### src/rtl/manta_eot_monitor.sv
// rtl/manta_eot_monitor.sv - end-of-test store monitor for the manta data-memory write port
// Watches stores, counts run cycles and stores, folds stores into a signature, flags done or timeout.
module manta_eot_monitor #(
   parameter logic [15:0] EOT_ADDR       = 16'hD074,
   parameter logic [15:0] EOT_DATA       = 16'hD074,
   parameter int unsigned DRAIN_CYCLES   = 5,
   parameter int unsigned TIMEOUT_CYCLES = 100000
) (
   input  logic        clk,
   input  logic        rst,
   input  logic        start,
   input  logic        mem_wr_en,
   input  logic [15:0] mem_wr_dest,
   input  logic [15:0] mem_wr_data,
   output logic        busy,
   output logic        eot_seen,
   output logic        done,
   output logic        timed_out,
   output logic [31:0] cycle_count,
   output logic [15:0] store_count,
   output logic [15:0] signature
);

   localparam int unsigned DRAIN_W = (DRAIN_CYCLES > 2) ? $clog2(DRAIN_CYCLES) : 1;
   localparam logic [DRAIN_W-1:0] DRAIN_LAST =
      (DRAIN_CYCLES == 0) ? '0 : DRAIN_W'(DRAIN_CYCLES - 1);
   localparam logic [31:0] TIMEOUT_LAST =
      (TIMEOUT_CYCLES == 0) ? 32'd0 : 32'(TIMEOUT_CYCLES - 1);

   typedef enum logic [2:0] {
      S_IDLE,
      S_RUN,
      S_DRAIN,
      S_DONE,
      S_TIMEOUT
   } state_t;

   state_t               state_q, state_d;
   logic [DRAIN_W-1:0]   drain_q, drain_d;
   logic                 eot_seen_q, eot_seen_d;
   logic                 done_q, done_d;
   logic                 timed_out_q, timed_out_d;
   logic [31:0]          cycle_q, cycle_d;
   logic [15:0]          store_q, store_d;
   logic [15:0]          sig_q, sig_d;
   logic                 marker;
   logic                 plain_store;

   assign marker      = mem_wr_en && (mem_wr_dest == EOT_ADDR) && (mem_wr_data == EOT_DATA);
   assign plain_store = mem_wr_en && !marker;

   always_comb begin
      state_d     = state_q;
      drain_d     = drain_q;
      eot_seen_d  = eot_seen_q;
      done_d      = done_q;
      timed_out_d = timed_out_q;
      cycle_d     = cycle_q;
      store_d     = store_q;
      sig_d       = sig_q;
      case (state_q)
         S_IDLE: begin
            if (start) begin
               state_d = S_RUN;
            end
         end
         S_RUN: begin
            if (cycle_q != 32'hFFFF_FFFF) begin
               cycle_d = cycle_q + 32'd1;
            end
            // The marker takes priority over a timeout landing on the same edge.
            if (marker) begin
               eot_seen_d = 1'b1;
               if (DRAIN_CYCLES == 0) begin
                  state_d = S_DONE;
                  done_d  = 1'b1;
               end else begin
                  state_d = S_DRAIN;
                  drain_d = '0;
               end
            end else begin
               if (plain_store) begin
                  if (store_q != 16'hFFFF) begin
                     store_d = store_q + 16'd1;
                  end
                  sig_d = {sig_q[14:0], sig_q[15]} ^ mem_wr_dest ^ mem_wr_data;
               end
               if ((TIMEOUT_CYCLES != 0) && (cycle_q == TIMEOUT_LAST)) begin
                  state_d     = S_TIMEOUT;
                  timed_out_d = 1'b1;
               end
            end
         end
         S_DRAIN: begin
            if (drain_q == DRAIN_LAST) begin
               state_d = S_DONE;
               done_d  = 1'b1;
            end else begin
               drain_d = drain_q + 1'b1;
            end
         end
         default: begin
         end
      endcase
   end

   always_ff @(posedge clk) begin
      if (rst) begin
         state_q     <= S_IDLE;
         drain_q     <= '0;
         eot_seen_q  <= 1'b0;
         done_q      <= 1'b0;
         timed_out_q <= 1'b0;
         cycle_q     <= '0;
         store_q     <= '0;
         sig_q       <= '0;
      end else begin
         state_q     <= state_d;
         drain_q     <= drain_d;
         eot_seen_q  <= eot_seen_d;
         done_q      <= done_d;
         timed_out_q <= timed_out_d;
         cycle_q     <= cycle_d;
         store_q     <= store_d;
         sig_q       <= sig_d;
      end
   end

   assign busy        = (state_q == S_RUN) || (state_q == S_DRAIN);
   assign eot_seen    = eot_seen_q;
   assign done        = done_q;
   assign timed_out   = timed_out_q;
   assign cycle_count = cycle_q;
   assign store_count = store_q;
   assign signature   = sig_q;

endmodule
### config.mk
export PLATFORM = sky130hd
export DESIGN_NAME = manta_eot_monitor
export DESIGN_NICKNAME = d
export VERILOG_FILES = /design/src/rtl/manta_eot_monitor.sv
export SDC_FILE = /design/constraint.sdc
export NUM_CORES = 1
export LEC_CHECK = 0
export CORE_ASPECT_RATIO = 1.75
export CORE_MARGIN = 2
export CORE_UTILIZATION = 49
export CTS_CLUSTER_SIZE = 20
export DETAILED_ROUTE_END_ITERATION = 10
export MAX_ROUTING_LAYER = met4
export PLACE_DENSITY = 0.8
export SYNTH_ARGS = -nofsm -noshare
export SYNTH_HDL_FRONTEND = slang
export SYNTH_SLANG_ARGS = --single-unit
### constraint.sdc
create_clock -name clk -period 2.8 [get_ports clk]
set_input_delay 0.42 -clock clk [delete_from_list [all_inputs] [get_ports clk]]
set_output_delay 0.42 -clock clk [all_outputs]
set_load 0.03 [all_outputs]
### Word level (Yosys, flattened, before mapping)

Cells that the tools add are included.

| operators by class | value |
|---|---|
| reductions and logical operators | 16 |
| add/subtract/negate cells | 3 |
| bitwise gates (word level) | 3 |
| multiplexer cells | 8 |
| eq/ne operators | 13 |

Operators with widths:

| cell | number |
|---|---|
| $add 32x1->32 const B | 1 |
| $eq 16x16->1 const B | 2 |
| $eq 32x17->1 const B | 1 |
| $ne 32x32->1 const B | 1 |
| $xor 16x16->16 | 2 |
| $mux 3 | 6 |
| $add 16x1->16 const B | 1 |
| $ne 16x16->1 const B | 1 |
| $pmux 3 s3 | 1 |
| $reduce_and 3->1 | 3 |
| $ne 2x2->1 const B | 4 |
| $reduce_and 4->1 | 2 |
| $pmux 3 s2 | 1 |
| $reduce_and 2->1 | 3 |
| $add 3x1->3 const B | 1 |
| $eq 3x1->1 const B | 1 |
| $eq 3x2->1 const B | 1 |
| $eq 3x3->1 const B | 1 |
| $logic_and 1x1->1 | 3 |
| $logic_not 3->1 | 1 |
| $ne 3x3->1 const B | 1 |
| $reduce_bool 3->1 | 1 |
| $reduce_bool 2->1 | 1 |
| $logic_not 1->1 | 1 |
| 2 further kinds | 2 |

| storage, ports and cells | value |
|---|---|
| logic and storage cells | 51 |
| flip-flop bits (word level) | 73 |
| input port bits | 36 |

### Depth between registers and ports, before layout

Gate-level depths: netlist of run 1.

| depth | value |
|---|---|
| depth in word-level cells | 6 |
| mapped depth | 8 |
| mapped depth without buffers | 7 |

### Worst setup path after synthesis of run 1

Ideal clock, no wire load.

| timing path | value |
|---|---|
| kind | register to register |
| start | register cycle_q[0] (netlist: cycle_count[0]) |
| end | register cycle_q[16] (netlist: cycle_count[16]) |
| library setup time | 0.121 ns |
| arrival | 2.347 ns |
| cell stages (with the launch flop) | 7 |
| clock period less this slack | 2.467 ns |
| setup slack | 0.333 ns |
| path through | dfxtp_1 -> ha_1 -> nand4_1 -> or4_4 -> a31oi_4 -> nor3b_1 -> mux2_2 |

| between the ends | value |
|---|---|
| longest elaborated chain between the ends | 2 |

Ends and longest elaborated chain:

| element | line | source |
|---|---|---|
| from (decl) | 43 | `logic [31:0] cycle_q, cycle_d;` |
| from (signal assigned) | 123 | `cycle_q <= cycle_d;` |
| branches (longest 2 deep; another with $add 32x1->32) | -- |  |

Parallel ways; which one is timed is not known.
A chain may end at the register's enable or synchronous reset.

### Worst setup path after layout of run 1

| timing path | value |
|---|---|
| start | register state_q[0] |
| end | output port busy |

| between the ends | value |
|---|---|
| longest elaborated chain between the ends | 2 |

Ends and longest elaborated chain:

| element | line | source |
|---|---|---|
| from (decl) | 38 | `state_t state_q, state_d;` |
| from (signal assigned) | 118 | `state_q <= state_d;` |
| $eq 3x1->1 / $eq 3x2->1 (equally long branches) | 129 | `assign busy = (state_q == S_RUN) \|\| (state_q == S_DRAIN);` |
| $logic_or 1x1->1 * | 129 |  |
| to (decl) | 15 | `output logic busy,` |

Every way passes the cells marked *; elsewhere a longest branch is shown, timed or not.

==> metrics.md, run 1 <==
| Metric | Value |
|---|---|
| Final setup vio count | 0 |
| Req. time, crit path | 2380 ps |
| IO buf count | between 100 and 150 |
| Row cnt | 43 |
| Tmin final | 2510 ps |
| Proportion of power drawn by combinational gates | 0.121 |
| Worst-case reg-to-reg path depth | 7 |
| Core area | ~8000 µm² |
| Final worst slack | approximately 290 ps |
| Largest net degree at the start of global routing | 44 |
| Num CTS Buffers | 9 |
| WL met3 | approximately 420 µm |
| Final Max Slew Viols | 0 |
| DR WL met2 | just over 6 mm |
| Data arrival, critical path | between 2000 and 2500 ps |
| Synth Register Bits | 73 |
| Post-Place Cells | approximately 660 |
| First-pass GRT wire length | around 18 mm |
| Worst-Margin Slew | about 750 ps |
| DRT Wirelength | between 10 and 15 mm |
| Hold WS | around 430 ps |
| Via Count | 4073 |
| Die extent in y | 124 µm |
| DR top layer | met4 |
| Top cell type's share of synthesized area | 0.361 |
| WL per Instance | about 16 µm |
| Cells after synthesis | ~480 |
| # clock sinks | between 70 and 80 |
| Fmax | roughly 400 MHz |
| Leak | 0.00181 µW |
| WS Path Type | reg -> out |
| Drt pass-1 iters | 5 |
| Final Net Count | a little over 600 |
| Maximum resistive drop on vdd | ~0.00042 V |
| Hold Crit Start | rst |
| Grt total ovfl | 0 |
| Synth area leader | dfxtp_1 |
| Share of layout cells above drive strength 1 | 0.0923 |
| Mapped Nets | 517 |
| Starting Density | 0.509 |
| Die Wd | a little over 70 µm |
| P&R area growth vs syn | 37.0% |
| Worst slack, placed | between 150 and 200 ps |
| Vias in the first global route | 3859 |
| Reg-to-reg endpoint | cycle_count[6]$_SDFFE_PP0P_ |
| Clock buffer depth | 2 |
| Fillers | 650 |
| Ys async rst share | 0 |
| Yosys warns | 0 |
| Outcome | complete, no violations |
| Synth top cells by count | 73 x dfxtp_1, 49 x nor2_1, 36 x xnor2_1 |
| H-tree Lvls | 3 |
| Hold worst-path end | done$_SDFFE_PP0P_ |
| WHS Path Cells | 2 |
| GRT Util Overall | 0.260 |
| Worst hold path type | in -> reg |
| Final setup TNS | 0 ps |
| Top_reg_cell synth | dfxtp_1 |
| Drt first-iter violations | about 320 |
| CTS tree | built |
| Die area | between 9000 and 10000 µm² |
| Diode count | 0 |
| Mapped cell area | roughly 4100 µm² |
| Wl on met1 | 4.07 mm |
| Synth area leaders | dfxtp_1 36%, xnor2_1 7.8%, nor2_1 4.5%, mux2i_1 4.4%, nand4_1 3.6% |
| GPL Wtd Cong | roughly 0.90 |
| Slew HR | 0.493 |
| Crit end category | output pin |
| Critical Path Max Stage Delay | approximately 670 ps |
| DR DRC count | 0 |
| CP max stage cell | clkdlybuf4s50_1 |
| Most common cell in the synthesized netlist | dfxtp_1 |
| R2R setup slack | approximately 410 ps |
| CP delay by family, top | buffers and inverters |
| Critical Path Fanout Max | 10 |
| Final Non-Filler Cells | between 600 and 700 |
| RSZ-0062 raised after global routing | no |
| Sequential-to-total area share from yosys stat | 0.361 |
| Sequential cell fraction of total power | 0.397 |
| Startpoint types | flop |
| Post-DP HPWL | roughly 8 mm |
| Clock power share | 0.482 |
| Root Driver | clkbuf_16 |
| Antenna-violating nets left | 0 |
| Sw Ratio | 0.235 |
| Critical-path cell list | or3b_1, buf_4, nand2b_1, clkdlybuf4s50_1 |
| Final Hold Viols | 0 |
| Final instance area | 5550 µm² |
| Max cap viols | 0 |
| Clock-pin slew of the registers on the worst-case setup and hold paths | about 60 ps |
| Psw | about 640 µW |
| Crit path buffers/inverters | 2 |
| Internal | ~2100 µW |
| Final Skew | roughly 8.8 ps |
| Mapped Avg Cell Area | 8.49 µm² |
| Mean number of vias per cell | roughly 6.0 |
| Post-synth EDFFs | 0 |
| Reg2reg start | cycle_count[25]$_SDFFE_PP0P_ |
| Cts hold-fix bufs | 0 |
| Post-CTS Setup Bufs | 0 |
| Insertion delay to the later sink of the worst-skew pair | between 300 and 400 ps |
| I/O pins | 104 |
| Initial antenna violation count | 0 |
| Yosys cell types | 53 |
| Final period util | 0.896 |
| Post-DP Area | around 5200 µm² |
| Cts repair resizes | 0 |
| PwrDens | slightly below 500 nW/µm² |
stage by stage:
stage	util	power, µW
after floorplan	-	1300
after global placement	0.654	1430
after detailed placement	0.654	1440
after CTS	0.697	2760
after global routing	0.697	2830
final	0.697	2740
power by group through the flow:
stage | sequential (µW) | combinational, µW | clock [µW]
3_5_place_dp | 1110 | 334 | 0
4_1_cts | 1090 | 335 | 1340
2_1_floorplan | 1140 | 158 | 0
5_1_grt | 1090 | 358 | 1380
3_3_place_gp | 1110 | 326 | 0
6_report | 1090 | 332 | 1320
placed cells by master, fill, tap and decap left out, types with 3 or more instances in the layout:
master / instances
ha_1: 4
or4_1: 10
nand2_1: 32
or2_2: 3
clkbuf_16: 9
buf_4: 14
o41ai_1: 3
nor2b_1: 12
mux2i_1: 18
nor4_1: 15
o31ai_1: 12
a31oi_1: 4
inv_1: 8
xor2_1: 4
bufinv_16: 3
o21ai_0: 13
xnor2_1: 36
o21a_1: 3
a31o_2: 3
nor4bb_1: 7
nor2_1: 49
or3_1: 15
mux2_2: 11
nor3b_1: 4
nand3_1: 17
nor3_1: 11
dfxtp_1: 73
clkdlybuf4s50_1: 102
a21oi_1: 25
nand4_1: 23
o31a_1: 3
and4_1: 3
and2_1: 3
worst reg2reg max path: cells and delay by family, from the launching register on:
family / cells / cell delay, ps
buffers and inverters: 2 / 530
AO/OA/AOI/OAI: 2 / 290
AND/OR/NAND/NOR: 3 / 1040
flip-flops: 1 / 460
worst max-delay path by stage:
stage | cells after the start | startpoint | to | slack [ps]
after global placement | 7 | mem_wr_dest[2] | signature[0]$_SDFFE_PP0P_ | 180
after floorplan | 6 | cycle_count[0]$_SDFFE_PP0P_ | cycle_count[16]$_SDFFE_PP0P_ | 330
after detailed placement | 7 | mem_wr_dest[2] | signature[11]$_SDFFE_PP0P_ | 170
after global routing | 4 | state_q[0]$_SDFFE_PP0P_ | busy | 230
final | 4 | state_q[0]$_SDFFE_PP0P_ | busy | 290
after CTS | 4 | state_q[0]$_SDFFE_PP0P_ | busy | 280
area by class of cell:
cell class                 count  area (µm²)  area share
inverter                       8        30.0     0.00541
sequential                    73        1460       0.263
clock buffer                   9         225      0.0406
tap                           90         113      0.0203
multi-input combinational    370        2450       0.442
timing repair buffer         118        1150       0.207
clock inverter                 7         119      0.0214
cell families (layout without fill, tap and decap cells):
family / count (synthesis) / in the layout / synth area share
buf+inv: 34 / 142 / 0.0352
flops: 73 / 73 / 0.361
xor+xnor: 40 / 40 / 0.0865
mux: 29 / 29 / 0.0750
simple gates: 218 / 218 / 0.299
fa+ha+maj: 4 / 4 / 0.0124
compound gates: 79 / 79 / 0.132
registers in the layout, indices dropped and copies added, names as in the netlist:
name         cells
state_q          3
store_count     16
timed_out        1
cycle_count     32
eot_seen         1
signature       16
done             1
drain_q          3
per-layer routing:
| metal | up-vias | global-route usage |
|---|---|---|
| met5 | - | - |
| met4 | 0 | 0.126 |
| met3 | 34 | 0.0364 |
| met2 | 132 | 0.456 |
| met1 | 1934 | 0.275 |
| li1 | 1973 | - |
Power figures use the tool's default switching activity.
==> run 2, diff against run 1 <==
--- a/config.mk
+++ b/config.mk
@@ -7,11 +7,12 @@
 export LEC_CHECK = 0
 export CORE_ASPECT_RATIO = 1.75
 export CORE_MARGIN = 2
-export CORE_UTILIZATION = 49
+export CORE_UTILIZATION = 51
+export CTS_BUF_LIST = sky130_fd_sc_hd__clkbuf_8
 export CTS_CLUSTER_SIZE = 20
 export DETAILED_ROUTE_END_ITERATION = 10
 export MAX_ROUTING_LAYER = met4
-export PLACE_DENSITY = 0.8
+export PLACE_DENSITY = 0.83
 export SYNTH_ARGS = -nofsm -noshare
 export SYNTH_HDL_FRONTEND = slang
 export SYNTH_SLANG_ARGS = --single-unit
==> run 2 against run 1 <==
- final cell count is 0.30% lower
- count of clock-buffer cells in the layout up 4
- global-route usage fell by 0.21 points
- total power is 16% lower
- core utilization shrank 0.16 points
- largest cell class unchanged
- critical endpoint unchanged
- routed wire length decreased by 1.9%
- die area fell by 3.8%
- clock skew shrank 2.7 ps
- non-clock buffer count is 1 lower
- critical path depth stayed put
==> metrics.md, run 2 (synthesis gave the netlist of run 1 again) <==
| Metric | Value |
|---|---|
| Final Non-Filler Cells | 673 (-0.30%) |
| Antenna-violating nets left | 0 (unchanged) |
| Via Count | 4077 (+0.098%) |
| Starting Density | 0.519 (+0.0105) |
| Outcome | complete, no violations |
| # clock sinks | 73 (unchanged) |
| Req. time, crit path | 2380 ps (about the same) |
| IO buf count | 103 (unchanged) |
| Tmin final | 2610 ps (+104 ps) |
| Most frequent cells in the layout | 102 x clkdlybuf4s50_1, 73 x dfxtp_1, 49 x nor2_1, 36 x xnor2_1, 32 x nand2_1 |
| Final period util | 0.933 (+0.0370) |
| Total power | 2300 µW (-16%) |
| Wl on met1 | 4.07 mm (about the same) |
| DR WL met2 | 6.03 mm (-2.9%) |
| Largest net degree at the start of global routing | 47 (+6.8%) |
| Initial antenna violation count | 0 (unchanged) |
| Die area | 8700 µm² (-3.8%) |
| Cts hold-fix bufs | 0 (unchanged) |
| Die Wd | 71.4 µm (-1.9%) |
| Final Hold Viols | 0 (unchanged) |
| H-tree Lvls | 3 (unchanged) |
| PwrDens | 424 nW/µm² (-14%) |
| DR DRC count | 0 (unchanged) |
| Core area | 7800 µm² (-2.0%) |
| First-pass GRT wire length | 17.4 mm (-4.8%) |
| Drt pass-1 iters | 4 (-1) |
| Num CTS Buffers | 9 (unchanged) |
| WL per Instance | 16.2 µm (-1.6%) |
| Insertion delay to the later sink of the worst-skew pair | 350 ps (about the same) |
| Final Net Count | 619 (-0.16%) |
| Final Skew | 6.15 ps (-2.67 ps) |
| Row cnt | 43 (unchanged) |
| Root Driver | clkbuf_8 |
| Die extent in y | 122 µm (-1.9%) |
| Post-CTS Setup Bufs | 0 (unchanged) |
| Clock buffer depth | 2 (unchanged) |
| WL met3 | 443 µm (+5.2%) |
| Final Max Slew Viols | 0 (unchanged) |
| Grt total ovfl | 0 (unchanged) |
| DR top layer | met4 |
| I/O pins | 104 (unchanged) |
| Mean number of vias per cell | 6.06 (+0.40%) |
| Final setup TNS | 0 ps (unchanged) |
| Post-DP HPWL | 8.24 mm (about the same) |
| CTS tree | built |
| RSZ-0062 raised after global routing | no |
| Max cap viols | 0 (unchanged) |
| Maximum resistive drop on vdd | 0.000357 V (-15%) |
| Final setup vio count | 0 (unchanged) |
| Startpoint types | flop |
| Worst hold path type | reg -> reg |
| Final core utilization | 0.696 (-0.00161) |
| GRT Util Overall | 0.257 (-0.00214) |
| Commonest non-fill, non-tap cell in the layout | clkdlybuf4s50_1 |
| Clock-pin slew of the registers on the worst-case setup and hold paths | 70 ps (about the same) |
| Drt first-iter violations | 239 (-26%) |
| Cts repair resizes | 0 (unchanged) |
| Max reg flops | 32 (unchanged) |
| DRT Wirelength | 10.9 mm (-1.9%) |
| GPL Wtd Cong | 0.921 (+2.7%) |
| Crit end category | output pin |
| Critical Path Fanout Max | 26 (+16) |
| Fmax | 383 MHz (-4.0%) |
| Share of layout cells above drive strength 1 | 0.0892 (-0.00311) |
| Post-Place Cells | 658 (-0.15%) |
| P&R area growth vs syn | 33.9% |
| Worst-Margin Slew | 1020 ps (+271 ps) |
| Fillers | 634 (-2.5%) |
| Leak | 0.00176 µW (-2.8%) |
| WS Path Type | reg -> out |
| Diode count | 0 (unchanged) |
| Data arrival, critical path | 2190 ps (+100 ps) |
| Vias in the first global route | 3790 (-1.8%) |
| Slew HR | 0.308 (-0.185) |
==> run 2: path summary, 6_finish.rpt <==
check	endpoint	depth (start not counted)	startpoint	slack (ps)
worst max-delay path	busy	4	state_q[0]$_SDFFE_PP0P_	190
worst min-delay path	timed_out$_SDFFE_PP0P_	2	timed_out$_SDFFE_PP0P_	460
worst max register to register	cycle_count[16]$_SDFFE_PP0P_	6	cycle_count[0]$_SDFFE_PP0P_	430
worst min register to register	timed_out$_SDFFE_PP0P_	2	timed_out$_SDFFE_PP0P_	460
==> run 2: per-layer routing <==
layer | vias up | global-route usage
li1 | 1972 | -
met2 | 113 | 0.458
met5 | - | -
met3 | 33 | 0.0463
met1 | 1959 | 0.268
met4 | 0 | 0.125
==> run 2: worst max-delay path, cell delays in order, from the launching register on <==
cell,delay (ps)
dfxtp_1,400
or3b_1,410
buf_4,230
nand2b_1,120
clkdlybuf4s50_1,670
==> run 2: stage by stage <==
stage,hold slack (ps),worst slack (ps),instance area [µm²]
2_1_floorplan,460,333,4050
3_3_place_gp,439,164,5210
3_5_place_dp,450,90.7,5210
4_1_cts,461,167,5430
5_1_grt,500,112,5430
6_report,458,187,5430
==> run 2: report_power, final <==
part	switching (µW)	internal (µW)	total [µW]
Combinational	169	166	335
Clock	379	503	882
Sequential	24.8	1060	1090
Total	573	1730	2300
==> run 2: area by class of cell <==
cell class	count	area, µm²	share of cell area
clock inverters	2	35.0	0.00646
repair buffers	117	1160	0.213
multi-input cells	370	2450	0.452
clock buffers	13	179	0.0330
flip-flops and latches	73	1460	0.269
well taps	90	113	0.0208
inverters	8	30.0	0.00553
==> run 3, diff against run 2 <==
--- a/config.mk
+++ b/config.mk
@@ -9,6 +9,7 @@
 export CORE_MARGIN = 2
 export CORE_UTILIZATION = 51
 export CTS_BUF_LIST = sky130_fd_sc_hd__clkbuf_8
+export CTS_CLUSTER_DIAMETER = 80
 export CTS_CLUSTER_SIZE = 20
 export DETAILED_ROUTE_END_ITERATION = 10
 export MAX_ROUTING_LAYER = met4
==> results of run 3 <==
No change in the layout: final DEF, timing and power equal those of run 2.
